[src/rtl/lsu_pipe.sv]
// Multi-cycle load/store unit: accepts one op, issues an aligned bus request,
// and returns the extended load result (or an exception code) to writeback.
module lsu_pipe #(
  parameter int XLEN    = 64,
  parameter int TIMEOUT = 255,
  parameter int CNT_W   = 8
) (
  input  logic              clk,
  input  logic              rst,
  input  logic              in_valid,
  output logic              in_ready,
  input  logic [3:0]        mem_op,
  input  logic [XLEN-1:0]   addr,
  input  logic [XLEN-1:0]   wdata,
  input  logic [4:0]        rd_idx,
  output logic              out_valid,
  input  logic              out_ready,
  output logic [XLEN-1:0]   out_data,
  output logic [4:0]        out_rd_idx,
  output logic              out_wen,
  output logic [1:0]        out_exc,
  output logic              bus_req_valid,
  input  logic              bus_req_ready,
  output logic [XLEN-1:0]   bus_req_addr,
  output logic              bus_req_wen,
  output logic [XLEN-1:0]   bus_req_wdata,
  output logic [XLEN/8-1:0] bus_req_wmask,
  input  logic              bus_resp_valid,
  input  logic [XLEN-1:0]   bus_resp_rdata
);
  localparam int NB    = XLEN / 8;
  localparam int OFF_W = $clog2(NB);
  localparam int IDX_W = $clog2(XLEN);

  typedef enum logic [1:0] {IDLE, REQ, WAIT, DONE} state_t;

  // log2 of the access size in bytes
  function automatic logic [1:0] op_lsz(input logic [3:0] op);
    case (op)
      4'd1, 4'd2, 4'd8:  return 2'd0;
      4'd3, 4'd4, 4'd9:  return 2'd1;
      4'd5, 4'd6, 4'd10: return 2'd2;
      default:           return 2'd3;
    endcase
  endfunction

  state_t            state;
  logic [3:0]        op_q;
  logic [XLEN-1:0]   addr_q;
  logic [XLEN-1:0]   wdata_q;
  logic [CNT_W-1:0]  cnt;

  logic [1:0]        in_lsz;
  logic [OFF_W-1:0]  in_off;
  logic              in_none, in_illegal, in_mis;
  logic [1:0]        q_lsz;
  logic [OFF_W-1:0]  q_off;
  logic              q_store, q_signed;
  logic [NB-1:0]     lane_mask;
  logic [XLEN-1:0]   data_mask, shifted, load_ext;
  logic [IDX_W-1:0]  sb_idx;

  assign in_lsz     = op_lsz(mem_op);
  assign in_off     = addr[OFF_W-1:0];
  assign in_none    = (mem_op == 4'd0) || (mem_op >= 4'd12);
  assign in_illegal = (XLEN == 32) && (mem_op == 4'd6 || mem_op == 4'd7 || mem_op == 4'd11);
  assign in_mis     = (in_off & OFF_W'((4'd1 << in_lsz) - 4'd1)) != '0;

  assign q_lsz    = op_lsz(op_q);
  assign q_off    = addr_q[OFF_W-1:0];
  assign q_store  = op_q >= 4'd8;
  assign q_signed = (op_q == 4'd1) || (op_q == 4'd3) || (op_q == 4'd5);

  always_comb begin
    lane_mask = '1;
    data_mask = '1;
    case (q_lsz)
      2'd0: begin lane_mask = NB'(1);  data_mask = '0; data_mask[7:0]  = '1; end
      2'd1: begin lane_mask = NB'(3);  data_mask = '0; data_mask[15:0] = '1; end
      2'd2: begin lane_mask = NB'(15); data_mask = '0; data_mask[31:0] = '1; end
      default: ;
    endcase
  end

  // Load path: bring the addressed bytes down to bit 0, then extend.
  assign shifted  = bus_resp_rdata >> {q_off, 3'b000};
  assign sb_idx   = IDX_W'((7'd8 << q_lsz) - 7'd1);
  assign load_ext = (shifted & data_mask) |
                    ((q_signed && shifted[sb_idx]) ? ~data_mask : '0);

  assign in_ready      = (state == IDLE);
  assign out_valid     = (state == DONE);
  assign bus_req_valid = (state == REQ);
  assign bus_req_addr  = bus_req_valid ? {addr_q[XLEN-1:OFF_W], OFF_W'(0)} : '0;
  assign bus_req_wen   = bus_req_valid && q_store;
  assign bus_req_wdata = bus_req_wen ? ((wdata_q & data_mask) << {q_off, 3'b000}) : '0;
  assign bus_req_wmask = bus_req_wen ? (lane_mask << q_off) : '0;

  always_ff @(posedge clk or negedge rst) begin
    if (!rst) begin
      state      <= IDLE;
      op_q       <= '0;
      addr_q     <= '0;
      wdata_q    <= '0;
      cnt        <= '0;
      out_data   <= '0;
      out_rd_idx <= '0;
      out_wen    <= 1'b0;
      out_exc    <= 2'b00;
    end else begin
      case (state)
        IDLE: if (in_valid) begin
          op_q       <= mem_op;
          addr_q     <= addr;
          wdata_q    <= wdata;
          out_rd_idx <= rd_idx;
          out_data   <= '0;
          out_wen    <= 1'b0;
          out_exc    <= 2'b00;
          cnt        <= '0;
          if (in_illegal) begin
            out_exc <= 2'b10;
            state   <= DONE;
          end else if (in_mis) begin
            out_exc <= 2'b01;
            state   <= DONE;
          end else if (in_none) begin
            state   <= DONE;
          end else begin
            state   <= REQ;
          end
        end
        REQ: if (bus_req_ready) begin
          state <= WAIT;
          cnt   <= '0;
        end
        WAIT: if (bus_resp_valid) begin
          state <= DONE;
          if (!q_store) begin
            out_data <= load_ext;
            out_wen  <= 1'b1;
          end
        end else begin
          cnt <= cnt + 1'b1;
          if (TIMEOUT != 0 && (cnt + 1'b1) == CNT_W'(TIMEOUT)) begin
            out_exc <= 2'b11;
            state   <= DONE;
          end
        end
        DONE: if (out_ready) state <= IDLE;
        default: state <= IDLE;
      endcase
    end
  end
endmodule
[config.mk]
export PLATFORM = sky130hd
export DESIGN_NAME = lsu_pipe
export DESIGN_NICKNAME = d
export VERILOG_FILES = /design/src/rtl/lsu_pipe.sv
export SDC_FILE = /design/constraint.sdc
export NUM_CORES = 1
export LEC_CHECK = 0
export ABC_AREA = 1
export CAP_MARGIN = 40
export CORE_MARGIN = 2
export CORE_UTILIZATION = 40
export DETAILED_ROUTE_END_ITERATION = 12
export GPL_TIMING_DRIVEN = 0
export PLACE_DENSITY = 0.71
export REMOVE_ABC_BUFFERS = 1
export SETUP_SLACK_MARGIN = 0.5
export SYNTH_ARGS = -nofsm -noshare
export SYNTH_HDL_FRONTEND = slang
export SYNTH_SLANG_ARGS = --single-unit
[constraint.sdc]
create_clock -name clk -period 4.7 [get_ports clk]
set_input_delay 0.94 -clock clk [delete_from_list [all_inputs] [get_ports clk]]
set_output_delay 0.94 -clock clk [all_outputs]
set_load 0.05 [all_outputs]
* After elaboration in Yosys (flattened, before gate mapping)
Memories as Yosys holds them, arrays and structs flattened.
Index checks and enable logic that the tools add are counted.
W data, S select, Z words.
** Word-level totals
- Register bits after elaboration :: 214
- Input bits :: 207
- Logic and storage cells :: 92
- Memories kept :: 2
- Bits in read-only memories :: 64
** Operators by class
- Shifts and indexed selects :: 5
- Bitwise operators :: 5
- Add/subtract/negate cells :: 3
- Reductions and logical operators :: 16
- Order comparisons :: 3
- Equality and inequality tests :: 17
- Mux-type cells :: 32
** Memories
- (name not given) :: words 16, width 2, rd ports 1, clocked after Yosys merged registers in 0, write ports 0, RTL line 39 : case (op)
- (name not given) :: words 16, width 2, rd ports 1, clocked after Yosys merged registers in 0, write ports 0, RTL line 39
** Operator list (number)
- $mux W64 :: 6
- $pmux W64 S3 :: 1
- $and A64 B64 Y64 :: 2
- $pmux W64 S2 :: 1
- $not A64 Y64 :: 1
- $or A64 B64 Y64 :: 1
- $shl A64 B6 Y64 :: 1
- $shr A64 B6 Y64 :: 1
- $pmux W8 S3 :: 2
- $mux W8 :: 4
- $mux W2 :: 9
- $reduce_and A4 Y1 :: 4
- $ne A2 B2 Y1 const B :: 5
- $add A8 B1 Y8 const B :: 1
- $eq A8 B8 Y1 const B :: 1
- $ge A4 B4 Y1 const B :: 2
- $pmux W2 S4 :: 1
- $shl A8 B3 Y8 :: 1
- $lt A6 B7 Y1 const B :: 1
- $bmux W1 S6 :: 1
- $eq A2 B2 Y1 const B :: 3
- $reduce_bool A3 Y1 :: 2
- $shl A4 B2 Y6 const A :: 1
- $sub A6 B1 Y6 const B :: 1
- 18 further kinds :: 28

* Longest topological paths before layout
Gate-level depths: netlist of run 1.
An unclocked memory read counts as a cell.
- Depth after elaboration :: 11
- Mapped depth :: 15

* Worst setup path after synthesis of run 1
No wires, ideal clock.
- Kind :: register -> output
- Start :: reg state[1]
- End :: out bus_req_wdata[0]
- Path slack :: 0.356 ns
- Required time :: 3.760 ns
- Buffers on the path :: 2
- Arrival time :: 3.404 ns
- Cell stages (with the launch flop) :: 11
- Path through :: dfrtp_1 inv_1 ha_1 buf_2 nand2_1 nor2_1 inv_1 clkbuf_1 nor2_1 inv_1 nor2_1
** On the way
- Longest elaborated chain between the ends :: 3
** Ends and longest elaborated chain
- from (decl) :: RTL line 47 : state_t state;
- from (signal assigned) :: RTL line 101 : state <= IDLE;
- from (signal assigned) :: RTL line 123 : state <= DONE;
- from (signal assigned) :: RTL line 126 : state <= DONE;
- $eq A2 B1 Y1 :: RTL line 93 : assign bus_req_valid = (state == REQ);
- net bus_req_valid :: RTL line 22 : output logic bus_req_valid,
- $logic_and A1 B1 Y1 :: RTL line 95 : assign bus_req_wen = bus_req_valid && q_store;
- $mux W64 :: RTL line 96 : assign bus_req_wdata = bus_req_wen ? ((wdata_q & data_mask) << {q_off, 3'b000}) : '0;
- to (decl) :: RTL line 26 : output logic [XLEN-1:0] bus_req_wdata,
The timed path passes the listed nets, and every way through them passes these cells.

* Worst setup path after layout of run 1
- Start :: reg addr_q[0]
- End :: out bus_req_wdata[12]
** On the way
- Longest elaborated chain between the ends :: 2
** Ends and longest elaborated chain
- from (decl) :: RTL line 49 : logic [XLEN-1:0] addr_q;
- from (signal assigned) :: RTL line 114 : addr_q <= addr;
- $shl A64 B6 Y64 :: RTL line 96
- $mux W64 :: RTL line 96
Every way passes these cells.

==> reports/metrics.csv, run 1 <==
metric,value,unit
drt-pass1-iter-count,5,
max_slew_margin,0.5415,
wl_per_cell,18.10,um
peakVddDrop,0.0005657,V
rows,65,
h-tree-depth,1,
clkTransAtPathRegs,0.06,ns
critical_path.cell_chain,buf_16 -> inv_8 -> buf_12 -> o21ai_0 -> or2_2 -> nor2_1 -> dlygate4sd2_1,
placed_area,17290,um^2
finalCritPeriodShare,0.8641,
grt_max_degree,117,
r2r_cells,12,
cp.depth,7,
async_flop_share,1.000,
synth_warnings,0,
cpMaxStageDelayCell,dfrtp_4,
cp.buffers_inverters,4,
fp.dieW,183.0,um
clockBufferDepth,3,
drcViolationCount,0,
critPathMaxFanout,68,
finClkSkew,0.007308,ns
r2r_end,out_data[61],
nets,2488,
crit_type,reg2out,
status,completed,
maxCapViolCount,0,
arrival,3.12,ns
synthSimpleGateAreaFrac,0.3291,
avgSynthCellArea,6.717,um^2
ctsHoldBuffers,0,
finalWorstSetupSlack,0.6390,ns
cts_root_buf,clkbuf_16,
gr-total-overflow,0,
core-area,31560,um^2
tightest_slew,0.6856,ns
grt_pass1_wl,74730,um
portBuffers,415,
totalPowerFinal,13080,uW
critical_path.startpoint,addr_q[0],
ys_seq_elements,214,
drive_above_1_share,0.06789,
period_needed,4.061,ns
vias,14302,
cts_sinks,214,
startpoint_type,flip-flop,
io-pin-count,419,
power_density,713.5,nW/um^2
area_growth,43.16,%
crit_end,bus_req_wdata[12],
via_per_inst,5.323,
dieHeight,183.0,um
syn-cell-area,12810,um^2
synth_top_family_by_area,simple AND/OR/NAND/NOR gates,
finalMaxSlewViolations,0,
max_stage_delay,0.61,ns
synthFlopType,dfrtp_1,
wl,48630,um
antenna_left,0,
crit_required,3.76,ns
place_hpwl,32220,um
grt_pass1_vias,13798,
dieArea,33470,um^2
grt_setup_unrepaired,yes,
grt_use_total,0.2810,
synthAdderAreaFrac,0.01270,
synth_compound_area_frac,0.1416,
setup_viol,0,
numCtsBuffers,27,
clock.fmax,246.2,MHz
clkLatencyLatePin,0.54,ns
rrSetupSlack,1.95,ns
ys_seq_area_frac,0.4181,
synth_cell_types,42,
p_leak,0.009250,uW
post-place-ws,-1.403,ns
r2r-start,addr_q[0],
synthMuxAreaShare,0.001563,
cts_tree,done,
critPathTopFamily,buffers and inverters,
initial_core_util,0.4059,
syn_inst,1907,
synth-xor-area-share,0.001367,
synth_edf_count,0,
routabilityCongestion,0.8635,
fin_area,18340,um^2
hp-class,in2async,
drtIter0Drc,1262,
antenna_found_initial,2,
final_hold_viol_count,0,
cp-end-kind,primary output,
where the power goes:
group          switching (uW)  leakage [uW]  internal, uW
registers                 468       0.00274          2580
clock network             798      0.000398          1150
logic                    5620       0.00611          2460
total                    6890       0.00925          6200
sequential cells by signal, indices dropped and copies added (netlist names):
name	count
out_rd_idx	5
out_data	64
addr_q	64
state	2
cnt	8
out_exc	2
wdata_q	64
out_wen	1
op_q	4
metrics by stage:
step	utilization	hold WS [ns]	std cells	TNS (ns)
3_3_place_gp	0.5353	0.4618	2601	-2323.34
2_1_floorplan	-	0.4492	1784	-138.26
4_1_cts	0.5789	0.3486	2674	0
5_1_grt	0.5812	0.3653	2687	0
6_report	0.5812	0.3384	2687	0
3_5_place_dp	0.5481	0.4643	2618	-29.97
layout by cell type, fill, tap and decap left out, types with 12 or more instances in the layout:
cell,synthesis,routed
inv_1,161,154
o21ai_0,216,216
clkdlybuf4s50_1,0,343
a21oi_1,18,18
o22ai_1,14,14
a22oi_1,18,18
nor2_1,93,92
clkdlybuf4s15_2,0,13
clkbuf_16,0,27
dlygate4sd2_1,0,30
buf_4,9,20
dfrtp_1,214,211
nand2_1,825,820
ha_1,13,12
o211ai_1,14,14
nand3_1,114,114
per-layer routing:
layer,up-vias,global-route usage,wire (um)
li1,6758,-,-
met1,6648,0.3504,18810
met2,765,0.4661,22660
met3,131,0.07665,5335
met4,0,0.1062,1811
met5,-,0,0
Yosys cell counts (all sizes together), types with 4 or more instances:
cell      n  share of area
clkbuf   73          0.021
a21oi    19         0.0077
o221ai   10         0.0068
buf      52          0.024
ha       13          0.013
o22ai    14         0.0068
nand4     4         0.0020
a31oi     6         0.0029
dfrtp   214           0.42
nand2   830           0.24
nor2     98          0.030
o211ai   14         0.0082
nand3   118          0.048
o21ai   224          0.088
a32o      7         0.0055
or2       8         0.0039
a22oi    18          0.011
inv     168          0.049
worst register-to-register path, cell delays in order (launching register included):
cell and delay (ns):
dfrtp_4 0.61, buf_16 0.26, nor2_4 0.19, buf_4 0.28
buf_16 0.22, nand3_1 0.10, nand3_1 0.12, nand2_1 0.07
a21oi_2 0.12, nand2_2 0.11, nand2_4 0.33, nand3_1 0.18
nand2_1 0.09
kinds of logic after synthesis:
logic type | Yosys count
simple gates | 1059
compound gates | 321
buf+inv | 295
flops | 214
fa+ha+maj | 13
xor+xnor | 2
mux | 2
other cells | 1
worst min path at each step:
stage	start	to	slack (ns)
3_5_place_dp	out_data[32]	out_data[32]	0.46
3_3_place_gp	wdata_q[55]	wdata_q[55]	0.46
2_1_floorplan	addr_q[10]	addr_q[10]	0.45
6_report	rst	addr_q[10]	0.34
5_1_grt	rst	addr_q[10]	0.37
4_1_cts	rst	addr_q[10]	0.35
cell type report:
class,instances,area [um^2]
Clock buffer,43,805.8
Timing Repair Buffer,454,4642
Inverter,170,685.7
Clock inverter,1,5.005
Fill cell,2932,13220
Multi-Input combinational cell,1400,6321
Antenna cell,2,5.005
Tap cell,402,503.0
Sequential cell,214,5364
Timing Repair inverter,1,7.507
repair_timing:
item                       in CTS  in global routing
setup buffers                  11                 11
setup endpoints to repair      72                 68
cloned                          1                  0
pin swaps                       4                  3
resized for setup             180                 35
No activity file was read; power rests on OpenSTA's default activity.
==> inputs of run 2 (changes only) <==
SLEW_MARGIN = 20   (was default)
==> run 2 against run 1 <==
Routed wire length shrank 1.8%; worst hold slack worse by 0.031 ns; non-clock buffer count is 13 lower; clock-buffer cell count down 3; sequential cell count stayed put; core utilization fell by 0.28 points; sequential share of layout area increased by 0.14 points; clock power grew 5%; first-iteration DRC count increased by 3.2%.
==> reports/metrics.csv, run 2 (same netlist as run 1, synthesis figures left out) <==
metric,value,unit
nets,2474,
final_core_util,0.5784,
portBuffers,415,
drive_above_1_share,0.06379,
max_slew_margin,0.5553,
drcViolationCount,0,
via_per_inst,5.311,
gr-total-overflow,0,
cp-end-kind,primary output,
startpoint_type,flip-flop,
tightest_slew,0.6650,ns
m1WireLength,19240,um
clockPowerShare,0.156,
final_hold_viol_count,0,
internal_power,6166,uW
dieHeight,183.0,um
setup_viol,0,
clkLatencyLatePin,0.55,ns
finalMaxSlewViolations,0,
p_switching,6889,uW
hp-class,in2async,
crit_type,reg2out,
pwr-share-comb,0.608,
switching_share,0.5277,
numCtsBuffers,26,
grt_use_total,0.2774,
wl,47730,um
status,completed,
p_leak,0.009194,uW
antenna_left,0,
top_layer,met4,
vias,14227,
clkTransAtPathRegs,0.06,ns
cts_root_buf,clkbuf_16,
final_common_cell,nand2_1,
area_growth,42.47,%
wl_met2,22160,um
grt_pass1_vias,13605,
grt_max_degree,135,
peakVddDrop,0.0005916,V
finClkSkew,0.01921,ns
arrival,3.19,ns
antenna_found_initial,3,
crit_required,3.76,ns
reg_top3,"addr_q x64, out_data x64, wdata_q x64",
routabilityCongestion,0.8635,
clockBufferDepth,3,
io-pin-count,419,
drtIter0Drc,1303,
cts_sinks,214,
fp.dieW,183.0,um
place_hpwl,31460,um
power_density,715.3,nW/um^2
grt_setup_unrepaired,yes,
core-area,31560,um^2
r2r-start,addr_q[1],
clock.fmax,242.1,MHz
period_needed,4.131,ns
seqPwrFrac,0.236,
finalCritPeriodShare,0.8790,
dieArea,33470,um^2
cts_tree,done,
wl_met3,4445,um
critical_path.startpoint,addr_q[0],
rows,65,
wl_per_cell,17.82,um
mostFrequentLayoutCells,"nand2_1 (820), clkdlybuf4s50_1 (343), o21ai_0 (216), dfrtp_1 (211), inv_1 (155)",
critPathMaxFanout,90,
initial_core_util,0.4059,
ctsHoldBuffers,0,
h-tree-depth,1,
totalPowerFinal,13050,uW
drt-pass1-iter-count,6,
maxCapViolCount,0,
grt_pass1_wl,73910,um
## run 2: changes by cell type in the layout (fill, tap and decap cells not counted), moves of 4 or more
cell / change
buf_2: -8
buf_4: -8
clkbuf_2: +8
clkdlybuf4s15_1: -6
clkinv_2: +4
dlygate4sd2_1: +5
## run 2: path summary, 6_finish.rpt
path / endpoint / slack (ns) / cells past startpoint
max: bus_req_wmask[6] / 0.57 / 8
min: addr_q[10] / 0.31 / 1
max reg2reg: out_data[61] / 1.88 / 12
min reg2reg: out_wen / 0.47 / 2
max in group asynchronous: wdata_q[7] / 3.18 / 3
min in group clk: out_wen / 0.47 / 2
## run 2: power by group through the flow
stage	clock, uW	sequential (uW)	combinational (uW)
floorplan	0	3630	4360
global placement	0	3260	7300
detailed placement	0	3080	7660
CTS	2080	3060	7820
global route	2150	3160	8640
finish	2040	3080	7940
## run 2: critical path: stages, from the launching register on
cell and delay [ns]:
dfrtp_4 0.61, buf_16 0.33, inv_12 0.17, o21ai_0 0.39
nand2_1 0.17, nand2_1 0.10, nor2_1 0.04, a211oi_1 0.26
clkdlybuf4s15_2 0.44
## run 2: through the flow
step	instance area (um^2)	setup slack (ns)	hold WS (ns)	TNS [ns]	instances
6_report	18250	0.5686	0.3077	0	2679
5_1_grt	18250	0.4108	0.3369	0	2678
4_1_cts	18240	0.5014	0.3191	0	2671
3_5_place_dp	17220	-1.349	0.4641	-30.77	2612
3_3_place_gp	16890	-6.886	0.4618	-2323.34	2601
2_1_floorplan	12230	-1.083	0.4492	-138.26	1784
## run 2: final cells by class
| cell class | count | area, um^2 |
|---|---|---|
| repair inverters | 1 | 7.507 |
| clock inverters | 7 | 96.34 |
| clock buffers | 40 | 753.2 |
| diodes | 4 | 10.01 |
| fillers | 2897 | 13310 |
| inverters | 170 | 701.9 |
| well taps | 402 | 503.0 |
| flip-flops and latches | 214 | 5364 |
| repair buffers | 441 | 4471 |
| multi-input cells | 1400 | 6344 |
## run 2: per-layer routing
layer,vias up,track usage
met3,118,0.06672
met4,0,0.1040
met2,712,0.4598
li1,6738,-
met5,-,0
met1,6659,0.3521
## run 2: what timing repair did
item	4_1_cts	5_1_grt
cloned	1	0
gates resized for setup	139	57
endpoints found under the setup margin	73	54
setup buffers	11	4
pin swaps	5	2
